--- src/rtl/exe_stage_pkg.sv ---
// exe_stage_pkg: shared bus widths, field offsets, div_op bits, alu_op encoding and divider states
package exe_stage_pkg;
  localparam int DS2ES_W = 151;
  localparam int ES2MS_W = 71;
  localparam int DIV_W = 32;
  localparam int DS_GR_WE = 0;
  localparam int DS_DEST = 1;
  localparam int DS_RES_FROM_MEM = 6;
  localparam int DS_MEM_WE = 7;
  localparam int DS_DIV_OP = 8;
  localparam int DS_ST_DATA = 11;
  localparam int DS_SRC2 = 43;
  localparam int DS_SRC1 = 75;
  localparam int DS_ALU_OP = 107;
  localparam int DS_PC = 119;
  localparam int DIV_EN_BIT = 2;
  localparam int DIV_SIGNED_BIT = 1;
  localparam int DIV_REM_BIT = 0;
  localparam int ALU_ADD = 0;
  localparam int ALU_SUB = 1;
  localparam int ALU_SLT = 2;
  localparam int ALU_SLTU = 3;
  localparam int ALU_AND = 4;
  localparam int ALU_NOR = 5;
  localparam int ALU_OR = 6;
  localparam int ALU_XOR = 7;
  localparam int ALU_SLL = 8;
  localparam int ALU_SRL = 9;
  localparam int ALU_SRA = 10;
  localparam int ALU_LUI = 11;
  typedef enum logic [1:0] {DIV_IDLE, DIV_RUN, DIV_DONE} div_state_t;
endpackage

--- src/rtl/alu.sv ---
// alu: combinational ALU driven by a 12-bit one-hot alu_op
module alu
  import exe_stage_pkg::*;
(
  input  logic [11:0] alu_op,
  input  logic [31:0] src1,
  input  logic [31:0] src2,
  output logic [31:0] alu_result
);
  logic [31:0] sra_res;
  assign sra_res = $unsigned($signed(src1) >>> src2[4:0]);
  assign alu_result = ({32{alu_op[ALU_ADD]}} & (src1 + src2))
                    | ({32{alu_op[ALU_SUB]}} & (src1 - src2))
                    | ({32{alu_op[ALU_SLT]}} & {31'b0, $signed(src1) < $signed(src2)})
                    | ({32{alu_op[ALU_SLTU]}} & {31'b0, src1 < src2})
                    | ({32{alu_op[ALU_AND]}} & (src1 & src2))
                    | ({32{alu_op[ALU_NOR]}} & ~(src1 | src2))
                    | ({32{alu_op[ALU_OR]}} & (src1 | src2))
                    | ({32{alu_op[ALU_XOR]}} & (src1 ^ src2))
                    | ({32{alu_op[ALU_SLL]}} & (src1 << src2[4:0]))
                    | ({32{alu_op[ALU_SRL]}} & (src1 >> src2[4:0]))
                    | ({32{alu_op[ALU_SRA]}} & sra_res)
                    | ({32{alu_op[ALU_LUI]}} & src2);
endmodule

--- src/rtl/exe_stage_div.sv ---
// iter_divider: restoring shift-subtract divider, one step per cycle, truncating signed fix-up
module iter_divider
  import exe_stage_pkg::*;
#(
  parameter int W = DIV_W
) (
  input  logic         clk,
  input  logic         reset,
  input  logic         start,
  input  logic         signed_op,
  input  logic [W-1:0] a,
  input  logic [W-1:0] b,
  input  logic         ack,
  output logic         busy,
  output logic         done,
  output logic [W-1:0] quotient,
  output logic [W-1:0] remainder
);
  localparam int CW = $clog2(W);
  div_state_t state;
  logic [CW-1:0] cnt;
  logic [W-1:0] quo, rem, dvs;
  logic neg_q, neg_r, dz, sa, sb, ge;
  logic [W:0] r_shift, diff;
  assign sa = signed_op & a[W-1];
  assign sb = signed_op & b[W-1];
  assign r_shift = {rem, quo[W-1]};
  assign diff = r_shift - {1'b0, dvs};
  assign ge = !diff[W];
  assign busy = state == DIV_RUN;
  assign done = state == DIV_DONE;
  // divide-by-zero leaves |a| in rem, so only the quotient needs overriding
  assign quotient = dz ? '1 : (neg_q ? -quo : quo);
  assign remainder = neg_r ? -rem : rem;
  always_ff @(posedge clk)
    if (reset) begin
      state <= DIV_IDLE;
      cnt <= '0;
      quo <= '0;
      rem <= '0;
      dvs <= '0;
      neg_q <= 1'b0;
      neg_r <= 1'b0;
      dz <= 1'b0;
    end else
      case (state)
        DIV_IDLE:
          if (start) begin
            state <= DIV_RUN;
            cnt <= '0;
            quo <= sa ? -a : a;
            rem <= '0;
            dvs <= sb ? -b : b;
            neg_q <= sa ^ sb;
            neg_r <= sa;
            dz <= b == '0;
          end
        DIV_RUN: begin
          quo <= {quo[W-2:0], ge};
          rem <= ge ? diff[W-1:0] : r_shift[W-1:0];
          cnt <= cnt + 1'b1;
          if (cnt == CW'(W - 1)) state <= DIV_DONE;
        end
        default: if (ack) state <= DIV_IDLE;
      endcase
endmodule

--- src/rtl/exe_stage.sv ---
// exe_stage: EXE pipeline stage with ALU, iterative DIV/MOD stall, SRAM request and ID forwarding
// EXE_DIV_STALL_CNT_EN adds div_stall_cnt counting divider stall cycles
module exe_stage
  import exe_stage_pkg::*;
(
  input  logic               clk,
  input  logic               reset,
  input  logic               ds2es_valid,
  output logic               es_allowin,
  input  logic [DS2ES_W-1:0] ds2es_bus,
  input  logic               ms_allowin,
  output logic               es2ms_valid,
  output logic [ES2MS_W-1:0] es2ms_bus,
  output logic               data_sram_en,
  output logic [3:0]         data_sram_we,
  output logic [31:0]        data_sram_addr,
  output logic [31:0]        data_sram_wdata,
  output logic               exe_rf_we,
  output logic [4:0]         exe_dest,
  output logic               exe_res_from_mem,
  output logic [31:0]        exe_fwd_data
`ifdef EXE_DIV_STALL_CNT_EN
  ,
  output logic [31:0]        div_stall_cnt
`endif
);
  logic es_valid, es_ready_go, div_busy, div_done, div_en, mem_we, res_from_mem, gr_we;
  logic [DS2ES_W-1:0] ds_r;
  logic [31:0] pc, src1, src2, st_data, alu_result, quotient, remainder, result;
  logic [11:0] alu_op;
  logic [2:0] div_op;
  logic [4:0] dest;
  assign pc = ds_r[DS_PC +: 32];
  assign alu_op = ds_r[DS_ALU_OP +: 12];
  assign src1 = ds_r[DS_SRC1 +: 32];
  assign src2 = ds_r[DS_SRC2 +: 32];
  assign st_data = ds_r[DS_ST_DATA +: 32];
  assign div_op = ds_r[DS_DIV_OP +: 3];
  assign mem_we = ds_r[DS_MEM_WE];
  assign res_from_mem = ds_r[DS_RES_FROM_MEM];
  assign dest = ds_r[DS_DEST +: 5];
  assign gr_we = ds_r[DS_GR_WE];
  assign div_en = div_op[DIV_EN_BIT];
  assign es_ready_go = !div_en | div_done;
  assign es_allowin = !es_valid | (es_ready_go & ms_allowin);
  assign es2ms_valid = es_valid & es_ready_go;
  always_ff @(posedge clk)
    if (reset) begin
      es_valid <= 1'b0;
      ds_r <= '0;
    end else begin
      if (es_allowin) es_valid <= ds2es_valid;
      if (ds2es_valid & es_allowin) ds_r <= ds2es_bus;
    end
  alu u_alu (
    .alu_op    (alu_op),
    .src1      (src1),
    .src2      (src2),
    .alu_result(alu_result)
  );
  iter_divider #(.W(DIV_W)) u_div (
    .clk      (clk),
    .reset    (reset),
    .start    (es_valid & div_en & !div_busy & !div_done),
    .signed_op(div_op[DIV_SIGNED_BIT]),
    .a        (src1),
    .b        (src2),
    .ack      (es2ms_valid & ms_allowin),
    .busy     (div_busy),
    .done     (div_done),
    .quotient (quotient),
    .remainder(remainder)
  );
  assign result = div_en ? (div_op[DIV_REM_BIT] ? remainder : quotient) : alu_result;
  assign es2ms_bus = {pc, result, res_from_mem, dest, gr_we};
  assign data_sram_en = es_valid & (mem_we | res_from_mem) & ms_allowin;
  assign data_sram_we = {4{es_valid & mem_we & ms_allowin}};
  assign data_sram_addr = alu_result;
  assign data_sram_wdata = st_data;
  assign exe_rf_we = es_valid & gr_we;
  assign exe_dest = es_valid ? dest : 5'd0;
  assign exe_res_from_mem = es_valid & res_from_mem;
  assign exe_fwd_data = result;
`ifdef EXE_DIV_STALL_CNT_EN
  always_ff @(posedge clk)
    if (reset) div_stall_cnt <= '0;
    else if (es_valid & !es_ready_go) div_stall_cnt <= div_stall_cnt + 32'd1;
`endif
endmodule
--- config.mk ---
export PLATFORM = sky130hd
export DESIGN_NAME = exe_stage
export DESIGN_NICKNAME = d
export VERILOG_FILES = /design/src/rtl/exe_stage_pkg.sv /design/src/rtl/alu.sv /design/src/rtl/exe_stage_div.sv /design/src/rtl/exe_stage.sv
export SDC_FILE = /design/constraint.sdc
export NUM_CORES = 1
export LEC_CHECK = 0
export ABC_CLOCK_PERIOD_IN_PS = 5300
export BUFFER_PORTS_ARGS = -buffer_cell sky130_fd_sc_hd__buf_2
export CAP_MARGIN = 5
export CELL_PAD_IN_SITES_DETAIL_PLACEMENT = 1
export CELL_PAD_IN_SITES_GLOBAL_PLACEMENT = 2
export CORE_UTILIZATION = 31
export DETAILED_ROUTE_END_ITERATION = 10
export PLACE_DENSITY = 0.76
export SYNTH_ARGS = -nofsm -noshare
export SYNTH_HDL_FRONTEND = slang
export SYNTH_SLANG_ARGS = --single-unit
export TNS_END_PERCENT = 10
--- constraint.sdc ---
create_clock -name clk -period 5.3 [get_ports clk]
set_clock_uncertainty 0.1 [all_clocks]
set_input_delay 0.795 -clock clk [delete_from_list [all_inputs] [get_ports clk]]
set_output_delay 0.795 -clock clk [all_outputs]
set_load 0.05 [all_outputs]
==> flow_summary.yaml <==
run_status:
  status: "finished clean"
synth:
  syn-num-nets: 3571
  synth.area.top_cells: "dfxtp_1 21%, nand2_1 8.1%, ha_1 7.0%"
  syn_area_um2: 24200
  avgSynthCellArea_um2: 7.37
  synth_top_area_frac: 0.214
  synth_largest_area_cell: "dfxtp_1"
  async_reset_ff_frac: 0
  synth_edf_count: 0
  synth_seq_area_share: 0.214
  ys_types: 81
  synthCells: 3278
  ys_warn_count: 0
  synth_seq_cells: 258
  synthFlopType: "dfxtp_1"
timing:
  post-route-period-util: 0.996
  max_freq_mhz: 190
  hold_slack_ps: 339
  rsz0062_at_grt: "yes"
  maxSlewViolCount: 0
  finalWorstSetupSlack_ps: 23.1
  slew_headroom: 0.166
  worst_slew_pin_slew_ps: 1250
  setup_viol: 0
  fin_crit_ps: 5280
  hold_viol_final: 0
die:
  die_y_um: 281
  die_w_um: 281
  start_util: 0.313
  row_count: 102
  design.die.area_um2: 79100
  ios: 336
  coreArea_um2: 77300
final_layout:
  final_util: 0.363
  layout.nets: 3732
  fin_cells: 4503
  final_cell_mix: "522 x nand2_1, 328 x a21oi_1, 328 x buf_2, 251 x dfxtp_1, 218 x nor2_1"
  drive_above_1_share: 0.195
  mostFrequentLayoutCell: "nand2_1"
  area_delta_synth_final_pct: 16.0
route:
  drc_errors: 0
  routedWlPerCell_um: 27.7
  first_pass_iters: 5
  via_per_inst: 5.83
  ant_nets: 0
  wl_um: 125000
  drt_iter0_markers: 2799
  route.vias.total: 26257
setup_path:
  path_max_fanout: 32
  worst-endpoint-arrival_ps: 4380
  critical_path_class: "register to primary output"
  cp.required_ps: 4410
  r2r.worst_path.cells: 14
  cp-start-kind: "register"
  cp-end-kind: "primary output"
min_path:
  min_path_cells: 3
  hp-class: "input pin to register"
clocking:
  clockBufferDepth: 3
  clkLatencyLatePin_ps: 590
  numCtsBuffers: 34
  cts_tree: "built"
  path_clk_slew_ps: 60
  clkSinkCount: 258
  cts-root-buf: "clkbuf_16"
  htree_levels: 2
global_route:
  grt_max_degree: 149
  grt_pass1_vias: 25708
  grt_pass1_wl_um: 180000
  grt_use_total: 0.308
  antenna_found_initial: 10
  grt_overflow: 0
job:
  drv_cap: 0
placed_design:
  place_ws_ps: 366
  gp_congestion: 1.03
  dpl.cell_count: 4442
  numPortBuffers: 335
  dp_hpwl_um: 97400
pwr:
  vdd_drop_max_uv: 206
  power_density_nw_per_um2: 290
  p_leak_nw: 11.6
-- critical path, stage by stage, from the launching register on --
cell,delay (ps)
dfxtp_4,400
buf_6,390
mux4_2,650
mux2i_1,190
nand2_1,80
o21ai_0,150
nor2_1,190
nor4_1,670
o211ai_1,330
and2_1,250
a211o_1,250
buf_2,220
-- cells by family after synthesis --
family / synth area share
AOI/OAI and AO/OA: 0.262
buffers and inverters: 0.0964
and+or+nand+nor: 0.190
xor gates and xnor gates: 0.0681
muxes: 0.0975
DFF: 0.214
adders and majority gates: 0.0724
-- through the flow --
step	total power [mW]	instance area [um2]	TNS, ps
5_1_grt	8.45	28000	-52.6
3_3_place_gp	5.70	26700	0
2_1_floorplan	4.57	24200	-747
6_report	8.14	28000	0
3_5_place_dp	5.69	26700	0
4_1_cts	8.13	27900	0
-- path summary, 6_finish.rpt --
kind	start	end	slack (ps)
worst max register to register	u_div.quo[31]	u_div.rem[30]	1240
worst max-delay path	ds_r[43]	exe_fwd_data[31]	20
worst min-delay path	ds2es_bus[40]	ds_r[40]	340
worst min register to register	ds_r[21]	ds_r[21]	350
-- state kept, by name, summed over array words and instances, names as in the netlist --
signal,flops
u_div.neg_r,1
u_div.dvs,32
u_div.dz,1
u_div.rem,32
u_div.state,2
ds_r,151
u_div.neg_q,1
u_div.quo,32
u_div.cnt,5
es_valid,1
-- power by group --
group / switching [mW] / internal, mW
clock network: 1.01 / 1.38
registers: 0.0921 / 2.02
logic: 2.56 / 1.07
-- layout make-up --
type	instances	area (um2)
timing repair buffer	488	2970
antenna	2	5.00
tap	1040	1300
clock inverter	9	128
sequential	258	5180
fill	9549	49300
multi-input combinational	2509	16900
inverter	148	561
clock buffer	49	1010
-- cell usage after synthesis (23+ instances only) --
library cell and number:
a211oi_1 40, clkbuf_1 230, buf_4 106, o211ai_1 31, xnor2_1 115, mux4_2 52, a221oi_1 41, o31ai_1 30
nor2_1 220, mux2i_1 106, nand3_1 65, a222oi_1 28, inv_1 144, a31oi_1 36, a21o_1 61, ha_1 135
xor2_1 73, nand2_1 523, o21ai_0 156, a21oi_1 332, nand2b_1 23, nand4_1 29, nor3_1 48, dfxtp_1 258
a22oi_1 44
-- timing repair --
item	4_1_cts	5_1_grt
buffers inserted	0	1
pin swaps	3	3
hold buffers	0	0
gates cloned	0	0
resized for setup	12	34
setup endpoints to repair	27	34
-- per-layer routing --
metal	GRT usage	up-vias	wire [um]
met5	0	-	62
met4	0.156	10	6730
met3	0.0599	235	10000
met2	0.469	1125	54000
met1	0.412	12923	53900
li1	-	11964	-
(Power assumes the default switching activity.)
